## config.mk

```make
export PLATFORM = sky130hd
export DESIGN_NAME = pwm_duty_decoder
export DESIGN_NICKNAME = d
export VERILOG_FILES = /design/src/rtl/pwm_duty_decoder.sv
export SDC_FILE = /design/constraint.sdc
export NUM_CORES = 1
export LEC_CHECK = 0
export CAP_MARGIN = 10
export CORE_MARGIN = 5
export CORE_UTILIZATION = 30
export DETAILED_ROUTE_END_ITERATION = 12
export SLEW_MARGIN = 10
export SYNTH_ARGS = -nofsm -noshare
export SYNTH_HDL_FRONTEND = slang
export SYNTH_SLANG_ARGS = --single-unit
```

## constraint.sdc

```tcl
create_clock -name clock -period 2.9 [get_ports clock]
set_input_delay 0.87 -clock clock [delete_from_list [all_inputs] [get_ports clock]]
set_output_delay 0.87 -clock clock [all_outputs]
set_load 0.01 [all_outputs]
```

## src/rtl/pwm_duty_decoder.sv

```systemverilog
// PWM receive-side decoder: measures period and high time of pwm_in, converts the
// duty ratio to a 0..STEPS step index and flags a line stuck high or low.
module pwm_duty_decoder #(
  parameter int unsigned CNT_W   = 16,
  parameter int unsigned STEPS   = 10,
  parameter int unsigned DUTY_W  = 4,
  parameter int unsigned TIMEOUT = 65535
) (
  input  logic              clock,
  input  logic              reset_n,
  input  logic              pwm_in,
  output logic [CNT_W-1:0]  period,
  output logic [CNT_W-1:0]  high_time,
  output logic [DUTY_W-1:0] duty_step,
  output logic              meas_valid,
  output logic              timeout,
  output logic              stuck_level,
  output logic              meas_dropped
);
  localparam int unsigned NUM_W  = CNT_W + DUTY_W;
  localparam int unsigned STEP_W = $clog2(NUM_W + 1);
  localparam logic [CNT_W-1:0]  CNT_MAX    = {CNT_W{1'b1}};
  localparam logic [CNT_W-1:0]  TO_VAL     = CNT_W'(TIMEOUT);
  localparam logic [NUM_W-1:0]  STEPS_NUM  = NUM_W'(STEPS);
  localparam logic [DUTY_W-1:0] STEPS_DUTY = DUTY_W'(STEPS);
  localparam logic [STEP_W-1:0] LAST_STEP  = STEP_W'(NUM_W - 1);

  typedef enum logic [1:0] {IDLE, DIVIDE, DONE} state_t;
  state_t state, state_next;

  logic              sync1, s, prev;
  logic              rise, capture, timeout_hit, armed;
  logic [CNT_W-1:0]  per_cnt, hi_cnt;
  logic              start_div, drop;
  logic [NUM_W-1:0]  num_q, quo_q;
  logic [CNT_W-1:0]  den_q, hi_q, rem_q;
  logic [STEP_W-1:0] step_cnt;
  logic [CNT_W:0]    rem_sh, rem_sub;
  logic              q_bit;
  logic [CNT_W-1:0]  rem_next;
  logic [DUTY_W-1:0] duty_clamp;

  assign rise        = s & ~prev;
  assign capture     = rise & armed;
  // A rise in the same cycle wins over the timeout.
  assign timeout_hit = (per_cnt == TO_VAL) && !rise && !timeout;

  // Two-flop synchroniser plus previous-level register for edge detection
  always_ff @(posedge clock or negedge reset_n) begin
    if (!reset_n) begin
      sync1 <= 1'b0;
      s     <= 1'b0;
      prev  <= 1'b0;
    end else begin
      sync1 <= pwm_in;
      s     <= sync1;
      prev  <= s;
    end
  end

  // Period / high-time counters and arming flag
  always_ff @(posedge clock or negedge reset_n) begin
    if (!reset_n) begin
      per_cnt <= '0;
      hi_cnt  <= '0;
      armed   <= 1'b0;
    end else begin
      if (rise) begin
        per_cnt <= CNT_W'(1);
        hi_cnt  <= CNT_W'(1);
        armed   <= 1'b1;
      end else begin
        // per_cnt stops at TIMEOUT, which also holds it there while timed out
        if (per_cnt < TO_VAL) per_cnt <= per_cnt + CNT_W'(1);
        if (s && hi_cnt != CNT_MAX) hi_cnt <= hi_cnt + CNT_W'(1);
        if (timeout_hit) armed <= 1'b0;
      end
    end
  end

  // Divider state register
  always_ff @(posedge clock or negedge reset_n) begin
    if (!reset_n) state <= IDLE;
    else          state <= state_next;
  end

  // Divider next-state, capture acceptance and restoring-division step
  always_comb begin
    state_next = state;
    start_div  = 1'b0;
    drop       = 1'b0;
    rem_sh     = {rem_q, num_q[NUM_W-1]};
    rem_sub    = rem_sh - {1'b0, den_q};
    q_bit      = (rem_sh >= {1'b0, den_q});
    rem_next   = CNT_W'(q_bit ? rem_sub : rem_sh);
    duty_clamp = (quo_q > STEPS_NUM) ? STEPS_DUTY : DUTY_W'(quo_q);
    case (state)
      IDLE: begin
        if (capture) begin
          start_div  = 1'b1;
          state_next = DIVIDE;
        end
      end
      DIVIDE: if (step_cnt == LAST_STEP) state_next = DONE;
      DONE:   state_next = IDLE;
      default: state_next = IDLE;
    endcase
    if (capture && state != IDLE) drop = 1'b1;
    if (timeout_hit) begin
      state_next = IDLE;
      start_div  = 1'b0;
    end
  end

  // Divider datapath: latch operands on capture, one quotient bit per cycle
  always_ff @(posedge clock or negedge reset_n) begin
    if (!reset_n) begin
      num_q    <= '0;
      quo_q    <= '0;
      den_q    <= '0;
      hi_q     <= '0;
      rem_q    <= '0;
      step_cnt <= '0;
    end else if (start_div) begin
      num_q    <= NUM_W'(hi_cnt) * STEPS_NUM;
      den_q    <= per_cnt;
      hi_q     <= hi_cnt;
      quo_q    <= '0;
      rem_q    <= '0;
      step_cnt <= '0;
    end else if (state == DIVIDE) begin
      num_q    <= {num_q[NUM_W-2:0], 1'b0};
      quo_q    <= {quo_q[NUM_W-2:0], q_bit};
      rem_q    <= rem_next;
      step_cnt <= step_cnt + STEP_W'(1);
    end
  end

  // Registered measurement, timeout and status outputs
  always_ff @(posedge clock or negedge reset_n) begin
    if (!reset_n) begin
      period       <= '0;
      high_time    <= '0;
      duty_step    <= '0;
      meas_valid   <= 1'b0;
      timeout      <= 1'b0;
      stuck_level  <= 1'b0;
      meas_dropped <= 1'b0;
    end else begin
      meas_valid   <= 1'b0;
      meas_dropped <= drop;
      if (timeout_hit) begin
        timeout     <= 1'b1;
        stuck_level <= s;
        period      <= '0;
        high_time   <= '0;
        duty_step   <= s ? STEPS_DUTY : '0;
        meas_valid  <= 1'b1;
      end else begin
        if (rise) begin
          timeout     <= 1'b0;
          stuck_level <= 1'b0;
        end
        if (state == DONE) begin
          period     <= den_q;
          high_time  <= hi_q;
          duty_step  <= duty_clamp;
          meas_valid <= 1'b1;
        end
      end
    end
  end

endmodule

```

==> flow_summary.json, run 1 <==
{
  "min_period_ns": 2.66,
  "final_nets": 1028,
  "numCtsBuffers": 17,
  "globalRouteTotalUtil": 0.123,
  "clk_path_buf_depth": 2,
  "rsz0062_at_grt": "false",
  "core_mm2": 0.0286,
  "end_kind": "flip-flop",
  "die_y_um": 180,
  "synth_nets": 990,
  "overflow": 0,
  "die_w_um": 180,
  "final_core_util": 0.356,
  "worstPathRequired_ns": 3.25,
  "gp_congestion": 0.839,
  "final-instance-count-excl-fill": 1373,
  "synthToLayoutAreaGrowth_pct": 17.6,
  "met3_usage": 0.0249,
  "initial_core_util": 0.303,
  "drv_cap": 0,
  "synth_edf_count": 0,
  "die_area_mm2": 0.0324,
  "fmax_mhz": 376,
  "crit_arrival_ns": 3.01,
  "outcome": "completed",
  "hold_path_depth": 0,
  "vias": 6625,
  "busiest_layer": "met2",
  "cts-root-buf": "clkbuf_16",
  "clock_sinks": 170,
  "finalMaxSlewViolations": 0,
  "finalSetupViolCount": 0,
  "antenna_found_initial": 0,
  "total_power_mw": 8.64,
  "ys_types": 57,
  "r2r_slack_ns": 0.24,
  "tightestPinTransition_ns": 0.756,
  "synth_warnings": 0,
  "cpPeakStageDelay_ns": 0.44,
  "grt_pass1_vias": 6526,
  "wl_per_cell_um": 14.2,
  "tns_ns": 0,
  "core.rowCount": 62,
  "fin_skew_ns": 0.0203,
  "holdBufCountCts": 0,
  "cpMaxStageDelayCell": "dfrtp_1",
  "num-fill-cells": 2881,
  "drive_gt1_frac": 0.0768,
  "drc": 0,
  "synthCells": 938,
  "cts.reportedPaths.clkPinSlew_ns": 0.08,
  "globalRouteMet2Util": 0.201,
  "cpMostUsedCell": "ha_1",
  "max_slew_margin": 0.496,
  "async_flop_share": 1.00,
  "drt_iter0_markers": 359,
  "syn_area_mm2": 0.00867,
  "yosysTopAreaCellShare": 0.491,
  "final_common_cell": "nand2_1",
  "critPathBufInv": 1,
  "startpoint_type": "flip-flop",
  "cts_tree": "built",
  "min_period_over_period": 0.917,
  "rr_worst_depth": 11,
  "path_class": "flip-flop to flip-flop",
  "ys.flop_type": "dfrtp_1",
  "p_leak_nw": 4.67,
  "ys_seq_area_frac": 0.491,
  "min_from": "sync1$_DFF_PN0_",
  "critPathMaxFanout": 6,
  "ios": 43,
  "layout_common_cells": "222 x nand2_1, 170 x dfrtp_1, 55 x nor2_1",
  "synth.area.top_cells": "dfrtp_1 49%, nand2_1 9.6%, ha_1 6.8%",
  "grt_first_pass_wirelength_um": 33300,
  "num_antenna_cells": 0,
  "r2r_end": "num_q[14]$_DFFE_PN0P_",
  "ctsHtreeMaxLevel": 4,
  "crit_chain": "ha_1 -> ha_1 -> inv_1 -> fa_1 -> nor2b_1 -> o21ai_1 -> a211o_1 -> o211ai_1 -> a31oi_1 -> xor2_1 -> o21ai_0",
  "reg2reg_from": "hi_cnt[1]$_DFFE_PN0P_",
  "final_hold_viol_count": 0,
  "placed_cells": 1340,
  "port_buffers": 42,
  "grt_max_degree": 75,
  "yosys.area.top_type": "dfrtp_1",
  "clock_latency_ns": 0.44,
  "avgSynthCellArea_um2": 9.24,
  "cellPowerDensity_mw_per_mm2": 847,
  "hold_ws_ns": 0.354,
  "drtPass1Iterations": 4,
  "grt.met1_usage": 0.168,
  "routed_wl_um": 19500,
  "hold_path_end": "s$_DFF_PN0_",
  "cp_top_family": "adder cells",
  "synth_seq_cells": 170,
  "vdd_drop_max_mv": 0.522,
  "drt-vias-per-instance": 4.83,
  "worstHoldPathType": "flip-flop to flip-flop",
  "dpl.hpwl_um": 13700,
  "ant_nets": 0
}
-- flip-flops by register name (all words and copies together) (netlist names), 2 cells and up --
signal and flops:
quo_q 20, num_q 19, den_q 16, hi_cnt 16
hi_q 16, high_time 16, per_cnt 16, period 16
rem_q 16, step_cnt 5, duty_step 4, state 2
-- layout make-up --
class                      instances  area (um2)  share of cell area
clock buffer                      17         425              0.0417
tap                              384         480              0.0471
timing repair buffer              65         632              0.0620
multi-input combinational        695        4130               0.405
clock inverter                    15         169              0.0166
inverter                          27         101             0.00994
sequential                       170        4250               0.417
-- report_power, final --
part	internal (mW)	switching [mW]	total (mW)	leakage [nW]
combinational	1.33	1.76	3.09	2.11
sequential	2.88	0.389	3.27	2.27
clock	1.17	1.10	2.27	0.293
total	5.38	3.25	8.64	4.67
-- per-layer routing --
layer | vias up | routed length, um
met2 | 78 | 9200
met4 | 0 | 185
met1 | 3225 | 9520
met3 | 11 | 612
met5 | - | 0
li1 | 3311 | -
-- metrics by stage --
stage | worst slack [ns] | cell area [um2]
after detailed placement | 0.209 | 9590
after CTS | 0.167 | 10200
after floorplan | 0.429 | 8670
after global placement | 0.296 | 9590
after global routing | 0.0384 | 10200
final | 0.240 | 10200
-- worst reg2reg max path: cells and delay by family, from the launching register on --
kind                       cells  cell delay (ns)
AOI/OAI and AO/OA              5             0.85
and+or+nand+nor                1             0.18
buffers and inverters          1             0.07
DFF                            1             0.44
xor gates and xnor gates       1             0.15
adders and majority gates      3             0.90
-- worst max path at each step --
stage,start,to,slack [ns],cells after the start
after detailed placement,hi_cnt[1]$_DFFE_PN0P_,num_q[14]$_DFFE_PN0P_,0.21,11
after global routing,hi_cnt[1]$_DFFE_PN0P_,num_q[18]$_DFFE_PN0P_,0.04,11
after global placement,hi_cnt[1]$_DFFE_PN0P_,num_q[14]$_DFFE_PN0P_,0.30,11
final,hi_cnt[1]$_DFFE_PN0P_,num_q[14]$_DFFE_PN0P_,0.24,11
after CTS,hi_cnt[1]$_DFFE_PN0P_,num_q[14]$_DFFE_PN0P_,0.17,11
after floorplan,hi_cnt[3]$_DFFE_PN0P_,num_q[14]$_DFFE_PN0P_,0.43,11
-- synth_stat cells (3+ instances only) --
cell type and instances:
buf_1 3, o2111ai_1 3, or3_1 3, nor2_1 55, o21a_1 4, a211oi_1 4
nand4_1 12, and4_1 4, clkbuf_1 33, xor2_1 29, o211ai_1 3, nor2b_1 7
nor3_1 15, a22oi_1 17, and3_1 7, mux2i_1 13, o21ai_0 51, nand3_1 49
nor4_1 7, ha_1 47, xnor2_1 21, a21o_1 7, dfrtp_1 170, a221o_1 4
inv_1 27, o21ai_1 6, a21oi_1 54, buf_2 8, nand2_1 222, and2_1 3
a31oi_1 7, nand2b_1 5
-- cell families (layout without fill, tap and decap cells) --
logic type	after synthesis	after routing	share of synthesized area
adders and majority gates	49	49	0.0725
DFF	170	170	0.491
buffers and inverters	73	124	0.0355
muxes	13	13	0.0150
AOI/OAI and AO/OA	180	180	0.128
xor gates and xnor gates	50	50	0.0505
and+or+nand+nor	403	403	0.208
-- timing repair --
| action | CTS | global route |
|---|---|---|
| endpoints found under the hold margin | 0 | 0 |
| setup buffers | 0 | 1 |
| endpoints found under the setup margin | 0 | 3 |
| gates resized for setup | 0 | 1 |
Power figures use the tool's default switching activity.
==> run 2: changes to the inputs <==
--- a/config.mk
+++ b/config.mk
@@ -7,5 +7,5 @@
 export LEC_CHECK = 0
 export CAP_MARGIN = 10
-export CORE_MARGIN = 5
+export CORE_MARGIN = 4
 export CORE_UTILIZATION = 30
 export DETAILED_ROUTE_END_ITERATION = 12
==> constraint.sdc (replaced) <==
create_clock -name clock -period 2.9 [get_ports clock]
set_input_delay 0.435 -clock clock [delete_from_list [all_inputs] [get_ports clock]]
set_output_delay 0.435 -clock clock [all_outputs]
set_load 0.01 [all_outputs]
==> flow_summary.json, run 2 (synthesized netlist as in run 1, its figures left out) <==
{
  "rsz0062_at_grt": "false",
  "cellPowerDensity_mw_per_mm2": 860,
  "end_kind": "flip-flop",
  "overflow": 0,
  "r2r_end": "num_q[14]$_DFFE_PN0P_",
  "hold_path_depth": 0,
  "min_period_ns": 2.64,
  "pwr-share-seq": 0.371,
  "finalMaxSlewViolations": 0,
  "grt_pass1_vias": 6468,
  "num-fill-cells": 2815,
  "cpPeakStageDelay_ns": 0.44,
  "die_area_mm2": 0.0317,
  "p_int_mw": 5.61,
  "tns_ns": 0,
  "gp_congestion": 0.813,
  "path_class": "flip-flop to flip-flop",
  "total_power_mw": 8.80,
  "crit_chain": "ha_1 -> ha_1 -> inv_1 -> fa_1 -> nor2b_2 -> o21ai_1 -> a211o_1 -> o211ai_1 -> a31oi_1 -> xor2_1 -> o21ai_0",
  "numCtsBuffers": 17,
  "die_w_um": 178,
  "reg_top3": "quo_q (20), num_q (19)",
  "cp_top_family": "adder cells",
  "core_mm2": 0.0282,
  "cts-root-buf": "clkbuf_16",
  "fin_skew_ns": 0.0125,
  "clk_path_buf_depth": 2,
  "register_area_mm2": 0.00425,
  "final_hold_viol_count": 0,
  "ant_nets": 0,
  "largest_reg_flops": 20,
  "antenna_found_initial": 0,
  "p_sw_mw": 3.19,
  "drive_gt1_frac": 0.0769,
  "outcome": "completed",
  "die_y_um": 178,
  "ctsHtreeMaxLevel": 4,
  "crit_arrival_ns": 2.99,
  "finalSetupViolCount": 0,
  "drt_iter0_markers": 347,
  "clock_latency_ns": 0.43,
  "multi_input_area_mm2": 0.00414,
  "reg2reg_from": "hi_cnt[1]$_DFFE_PN0P_",
  "p_clk_frac": 0.278,
  "rr_worst_depth": 11,
  "drt-vias-per-instance": 4.83,
  "tightestPinTransition_ns": 0.639,
  "dpl.hpwl_um": 13200,
  "min_from": "sync1$_DFF_PN0_",
  "vias": 6603,
  "cpMaxStageDelayCell": "dfrtp_1",
  "fmax_mhz": 379,
  "max_slew_margin": 0.572,
  "grt_max_degree": 64,
  "num_antenna_cells": 0,
  "clock_sinks": 170,
  "r2r_slack_ns": 0.26,
  "cts_tree": "built",
  "min_period_over_period": 0.911,
  "worstPathRequired_ns": 3.25,
  "drc": 0,
  "critPathBufInv": 1,
  "ios": 43,
  "drtPass1Iterations": 5,
  "initial_core_util": 0.308,
  "critPathMaxFanout": 6,
  "cpMostUsedCell": "ha_1",
  "final_common_cell": "nand2_1",
  "port_buffers": 42,
  "core.rowCount": 61,
  "wl_per_cell_um": 14.1,
  "globalRouteTotalUtil": 0.129,
  "hold_path_end": "s$_DFF_PN0_",
  "routed_wl_um": 19300,
  "startpoint_type": "flip-flop",
  "worstHoldPathType": "flip-flop to flip-flop",
  "cts.reportedPaths.clkPinSlew_ns": 0.08,
  "grt_first_pass_wirelength_um": 33000,
  "final_nets": 1027,
  "vdd_drop_max_mv": 0.500,
  "p_sw_frac": 0.363,
  "largest_register": "quo_q",
  "p_comb_frac": 0.351,
  "layout_common_cells": "222 x nand2_1, 170 x dfrtp_1, 54 x nor2_1, 54 x a21oi_1, 50 x o21ai_0",
  "p_leak_nw": 4.68,
  "synthToLayoutAreaGrowth_pct": 18.1,
  "drv_cap": 0
}
## run 2: cell types whose count changed in the layout (fill, tap and decap cells not counted), sizes merged
cell	change
dlygate4sd3	+1
clkinvlp	+2
bufinv	+3
clkinv	-2
buf	-2
inv	-3
## run 2: per-stage QoR
step	std cells	worst slack, ns	util	area, um2	hold WS, ns
6_report	1366	0.259	0.364	10200	0.369
4_1_cts	1366	0.174	0.363	10200	0.371
5_1_grt	1366	0.0304	0.364	10200	0.372
3_5_place_dp	1333	0.201	0.341	9590	0.353
3_3_place_gp	1333	0.283	0.341	9590	0.348
2_1_floorplan	938	0.429	-	8670	0.139
## run 2: metal layers
metal  track usage  vias up  part of all wire  routed length (um)
met4        0.0348        0             0.011                 212
met3        0.0285       15             0.034                 665
met2         0.201       93              0.46                8820
met5             0        -                 0                   0
met1         0.182     3191              0.50                9620
li1              -     3304                 -                   -
## run 2: how the worst max path moves through the flow
stage / cells after the start / endpoint / slack (ns) / from
2_1_floorplan: 11 / num_q[14]$_DFFE_PN0P_ / 0.43 / hi_cnt[3]$_DFFE_PN0P_
5_1_grt: 11 / num_q[16]$_DFFE_PN0P_ / 0.03 / hi_cnt[1]$_DFFE_PN0P_
3_3_place_gp: 11 / num_q[14]$_DFFE_PN0P_ / 0.28 / hi_cnt[1]$_DFFE_PN0P_
3_5_place_dp: 11 / num_q[14]$_DFFE_PN0P_ / 0.20 / hi_cnt[1]$_DFFE_PN0P_
4_1_cts: 11 / num_q[14]$_DFFE_PN0P_ / 0.17 / hi_cnt[1]$_DFFE_PN0P_
6_report: 11 / num_q[14]$_DFFE_PN0P_ / 0.26 / hi_cnt[1]$_DFFE_PN0P_
## run 2: cell type report
type / instances / share of cell area
flip-flops and latches: 170 / 0.415
clock buffers: 17 / 0.0415
repair buffers: 64 / 0.0624
clock inverters: 15 / 0.0203
well taps: 378 / 0.0462
multi-input cells: 695 / 0.404
inverters: 27 / 0.00990
## run 2: worst register-to-register path, delay by kind of cell, from the launching register on
| family | cells | cell delay (ns) |
|---|---|---|
| AOI/OAI and AO/OA | 5 | 0.87 |
| and+or+nand+nor | 1 | 0.14 |
| DFF | 1 | 0.44 |
| adders and majority gates | 3 | 0.89 |
| buffers and inverters | 1 | 0.06 |
| xor gates and xnor gates | 1 | 0.16 |
## run 2: repair_timing
item	in CTS	in global routing
setup buffers	0	0
hold buffers	1	0
resized for setup	0	2
setup endpoints to repair	0	3
endpoints found under the hold margin	6	0
## run 2: power groups by stage
stage | clock, mW | combinational (mW) | sequential (mW)
6_report | 2.44 | 3.09 | 3.27
5_1_grt | 2.61 | 3.52 | 3.34
4_1_cts | 2.50 | 3.11 | 3.27
3_5_place_dp | 0 | 3.10 | 3.31
3_3_place_gp | 0 | 3.04 | 3.30
2_1_floorplan | 0 | 2.49 | 3.22
==> run 3: changes to the inputs <==
CTS_CLUSTER_SIZE = 12   (was default)
SLEW_MARGIN = default   (was 10)
==> results of run 3 <==
Same layout as run 2: the final DEF is identical, and so are final timing and power.
==> variant 1 (settings of run 2) <==
Encoding of `state_t`: now one-hot (3 bits for 3 states).
--- a/src/rtl/pwm_duty_decoder.sv
+++ b/src/rtl/pwm_duty_decoder.sv
@@ -25,7 +25,7 @@
   localparam logic [DUTY_W-1:0] STEPS_DUTY = DUTY_W'(STEPS);
   localparam logic [STEP_W-1:0] LAST_STEP  = STEP_W'(NUM_W - 1);
 
-  typedef enum logic [1:0] {IDLE, DIVIDE, DONE} state_t;
+  typedef enum logic [2:0] {IDLE = 3'b001, DIVIDE = 3'b010, DONE = 3'b100} state_t;
   state_t state, state_next;
 
   logic              sync1, s, prev;
Behaviour: same outputs for any inputs over 10 cycles, from zero or initial values and one cycle with reset_n low; not proved beyond that.
==> variant 1 against run 2 <==
- area after synthesis up 1.6%
- total power fell by 5.7%
- sequential power down 15%
- sequential cell count increased by 1
- critical path type unchanged
- final area up 0.66%
- wire length up 4.2%
- worst setup slack worse by 0.089 ns
- largest cell class unchanged
- clock skew rose by 0.0012 ns
==> variant 1: results (changes against run 2) <==
| Metric | Value |
|---|---|
| Status | `finished, final reports clean (unchanged)` |
| H-tree levels | `4 (unchanged)` |
| Met2 Use GR | `20.3% (was 20.1%)` |
| Net Count, Synth | `967 (was 990)` |
| R2r worst-path depth | `9 (was 11)` |
| Final hold slack | `0.352 ns (was 0.369 ns)` |
| WL met1 | `10.0 mm (was 9.62 mm)` |
| Worst vdd ir | `0.669 mV (was 0.500 mV)` |
| WP data arrival | `3.08 ns (was 2.99 ns)` |
| Number of global-route vias before repair | `6,728 (was 6,468)` |
| Global-route wire length before repair | `34.6 mm (was 33.0 mm)` |
| Cells after DPL | `1,319 (was 1,333)` |
| Final Cell Area | `0.0103 mm^2 (was 0.0102 mm^2)` |
| Highest Clock Rate | `366 MHz (was 379 MHz)` |
| Global route total overflow | `0 (unchanged)` |
| Largest net degree at the start of global routing | `63 (was 64)` |
| Leakage | `0.00487 uW (was 0.00468 uW)` |
| CP endpoint | `num_q[17] (was num_q[14])` |
| Final #Nets | `1,007 (was 1,027)` |
| Crit path max-delay family | `compound AO/OA/AOI/OAI gates (was adder cells)` |
| Yosys cell types | `71 (was 57)` |
| Worst-path cell with the longest stage delay | `dfrtp_1 (unchanged)` |
| Met1 usage | `19.2% (was 18.2%)` |
| Final HPWL DP | `14.4 mm (was 13.2 mm)` |
| Largest stage delay on the critical path | `0.46 ns (was 0.44 ns)` |
| Dpl cell area | `0.00972 mm^2 (was 0.00959 mm^2)` |
| Layout cells sized above 1 | `7.95% (was 7.69%)` |
| Pins Over Slew Limit | `0 (unchanged)` |
| Switch share | `36.8% (was 36.3%)` |
| Via count | `6,599 (was 6,603)` |
| Layout Cells excl Fill | `1,352 (was 1,366)` |
| Routed WL per cell | `14.9 um (was 14.1 um)` |
| Seq/Total Area, Yosys | `48.6% (was 49.1%)` |
| Met3 usage | `2.54% (was 2.85%)` |
| Worst Skew | `0.0137 ns (was 0.0125 ns)` |
| Synth cell count leaders | `170 x dfrtp_1, 156 x nand2_1, 91 x nor2_1, 63 x nand3_1, 47 x ha_1 (was 222 x nand2_1, 170 x dfrtp_1, 55 x nor2_1, 54 x a21oi_1, 51 x o21ai_0)` |
| Met2 Wirelength | `9.15 mm (was 8.82 mm)` |
| DR WL met3 | `630 um (was 665 um)` |
| Layout fillers | `2,911 (was 2,815)` |
| Worst r2r src | `hi_cnt[4] (was hi_cnt[1])` |
| Final Wtd Congestion | `0.829 (was 0.813)` |
| GRT Util Overall | `13.3% (was 12.9%)` |
| Flop-to-flop setup slack | `0.17 ns (was 0.26 ns)` |
| Top cells by area, synth | `dfrtp_1 48%, ha_1 6.7%, nand2_1 6.6%, mux2i_1 4.8%, nor2_1 3.9% (was dfrtp_1 49%, nand2_1 9.6%, ha_1 6.8%, a21oi_1 3.1%, o21ai_0 2.9%)` |
| Crit path max fanout | `7 (was 6)` |
| Mapped Avg Cell Area | `9.63 um^2 (was 9.24 um^2)` |
variant 1: cell count changes in the layout (fill, tap and decap cells not counted), moves of 3 or more:
cell,delta
nor2_1,+37
bufinv_16,-3
a21oi_1,-27
nor3_1,-3
nand4b_1,+3
nand3_1,+14
mux2i_1,+29
o211ai_1,+3
a22oi_1,-4
o21ai_0,-6
nand2_1,-66
o21ai_1,+3
variant 1: power groups by stage:
| stage | clock [uW] | sequential, uW | combinational [uW] |
|---|---|---|---|
| finish | 2240 | 2790 | 3270 |
| global route | 2400 | 2810 | 3660 |
| CTS | 2300 | 2790 | 3290 |
| detailed placement | 0 | 2830 | 3270 |
| global placement | 0 | 2830 | 3210 |
| floorplan | 0 | 2770 | 2700 |
variant 1: repair_timing:
action | 4_1_cts | 5_1_grt
endpoints found under the setup margin | 0 | 1
hold endpoints to repair | 14 | 0
hold buffers | 1 | 0
variant 1: cell families (layout without fill, tap and decap cells):
kind of cell,Yosys count,after routing,synth area share [%]
DFF,171,171,48.6
buffers and inverters,70,123,3.42
xor gates and xnor gates,46,46,4.57
adders and majority gates,49,49,7.13
muxes,43,43,4.94
and+or+nand+nor,380,380,19.3
AOI/OAI and AO/OA,156,156,12.0
variant 1: area by class of cell:
class	instances	share of cell area (%)
Sequential cell	171	41.5
Multi-Input combinational cell	674	41.1
Timing Repair Buffer	64	6.08
Tap cell	384	4.66
Clock buffer	17	4.13
Clock inverter	15	1.47
Inverter	27	0.983
variant 1: worst register-to-register path, delay by kind of cell, from the launching register on:
family | cells | cell delay (ns)
adders and majority gates | 2 | 0.63
AOI/OAI and AO/OA | 6 | 1.42
xor gates and xnor gates | 1 | 0.13
DFF | 1 | 0.46
==> variant 2 (flow settings as in run 2) <==
Made on the original files. Set the parameter `CNT_W` to 32 (it was 16).
--- a/src/rtl/pwm_duty_decoder.sv
+++ b/src/rtl/pwm_duty_decoder.sv
@@ -1,7 +1,7 @@
 // PWM receive-side decoder: measures period and high time of pwm_in, converts the
 // duty ratio to a 0..STEPS step index and flags a line stuck high or low.
 module pwm_duty_decoder #(
-  parameter int unsigned CNT_W   = 16,
+  parameter int unsigned CNT_W   = 32,
   parameter int unsigned STEPS   = 10,
   parameter int unsigned DUTY_W  = 4,
   parameter int unsigned TIMEOUT = 65535
Interface: changed (resized high_time and period); port bits go from 43 to 75. The function was not compared with the original's and may differ.
==> variant 2 against run 2 <==
- the flow now finishes with violations (setup timing)
- sequential cell count is 145 higher
- area after synthesis grew 90%
- total power grew 97%
- die area increased by 85%
- via count rose by 110%
- hold slack lost 0.021 ns
- first-iteration DRC count increased to 2.8 times the old value
- wire length increased by 120%
- critical path type unchanged
- utilization rose by 2.0 points
- sequential share of layout area down 3.5 points
- highest routed layer unchanged
- worst setup slack got worse by 0.43 ns
- final area rose by 100%
- sequential power increased by 79%
==> variant 2: results (changes against run 2) <==
| Metric | Value |
|---|---|
| Status | `complete, but fails checks (was finished, final reports clean)` |
| Failing checks | `setup timing` |
| Power share of the combinational group | `39.9% (was 35.1%)` |
| Adder-Cell Fraction of Synth Area | `7.46% (was 7.25%)` |
| Routed WL per cell | `15.6 um (was 14.1 um)` |
| Yosys cell types | `65 (was 57)` |
| Worst vdd ir | `0.426 mV (was 0.500 mV)` |
| Final Wtd Congestion | `0.873 (was 0.813)` |
| Final #Nets | `2,119 (was 1,027)` |
| GRT Util Overall | `14.3% (was 12.9%)` |
| Hold Crit Start | `pwm_in (was sync1)` |
| Cells after DPL | `2,647 (was 1,333)` |
| Setup WS pre-CTS | `-0.243 ns (was 0.201 ns)` |
| Initial DRC Count | `983 (was 347)` |
| Internal Power | `11,100 uW (was 5610 uW)` |
| Min-Delay Endpoint | `sync1 (was s)` |
| Resized Gates After CTS | `39 (was 0)` |
| # setup viols final | `10 (was 0)` |
| Final HPWL DP | `29.6 mm (was 13.2 mm)` |
| Number of global-route vias before repair | `13,742 (was 6,468)` |
| H-tree levels | `2 (was 4)` |
| WP data arrival | `3.49 ns (was 2.99 ns)` |
| Layout cells sized above 1 | `14.9% (was 7.69%)` |
| Final WS setup | `-0.172 ns (was 0.259 ns)` |
| Post-CTS Setup Inserts | `11 (was 0)` |
| CTS Buf Count | `38 (was 17)` |
| Dpl cell area | `0.0189 mm^2 (was 0.00959 mm^2)` |
variant 2: layer usage:
metal  GRT usage [%]  vias to the layer above  wire (um)
met1            18.9                     6788      19500
met2            24.7                      166      21100
li1                -                     6687          -
met5               0                        -          0
met4            4.00                        0        934
met3            1.94                       58       1130
variant 2: cell type report:
class | instances | area (um^2)
Timing Repair Buffer | 234 | 2100
Fill cell | 5357 | 33300
Clock buffer | 49 | 1060
Multi-Input combinational cell | 1369 | 8460
Sequential cell | 315 | 7880
Tap cell | 696 | 871
Inverter | 61 | 229
Clock inverter | 14 | 111
variant 2: critical path, cell delays in order (launching register included):
cell and delay [ns]:
dfrtp_1 0.42, ha_1 0.30, ha_2 0.20, inv_2 0.05, fa_2 0.20, nor2b_2 0.05
o31a_1 0.26, o41a_1 0.44, a21oi_4 0.25, o21ai_4 0.09, a21bo_4 0.27, buf_6 0.12
nand2_4 0.07, nand3_2 0.07, o311a_1 0.15
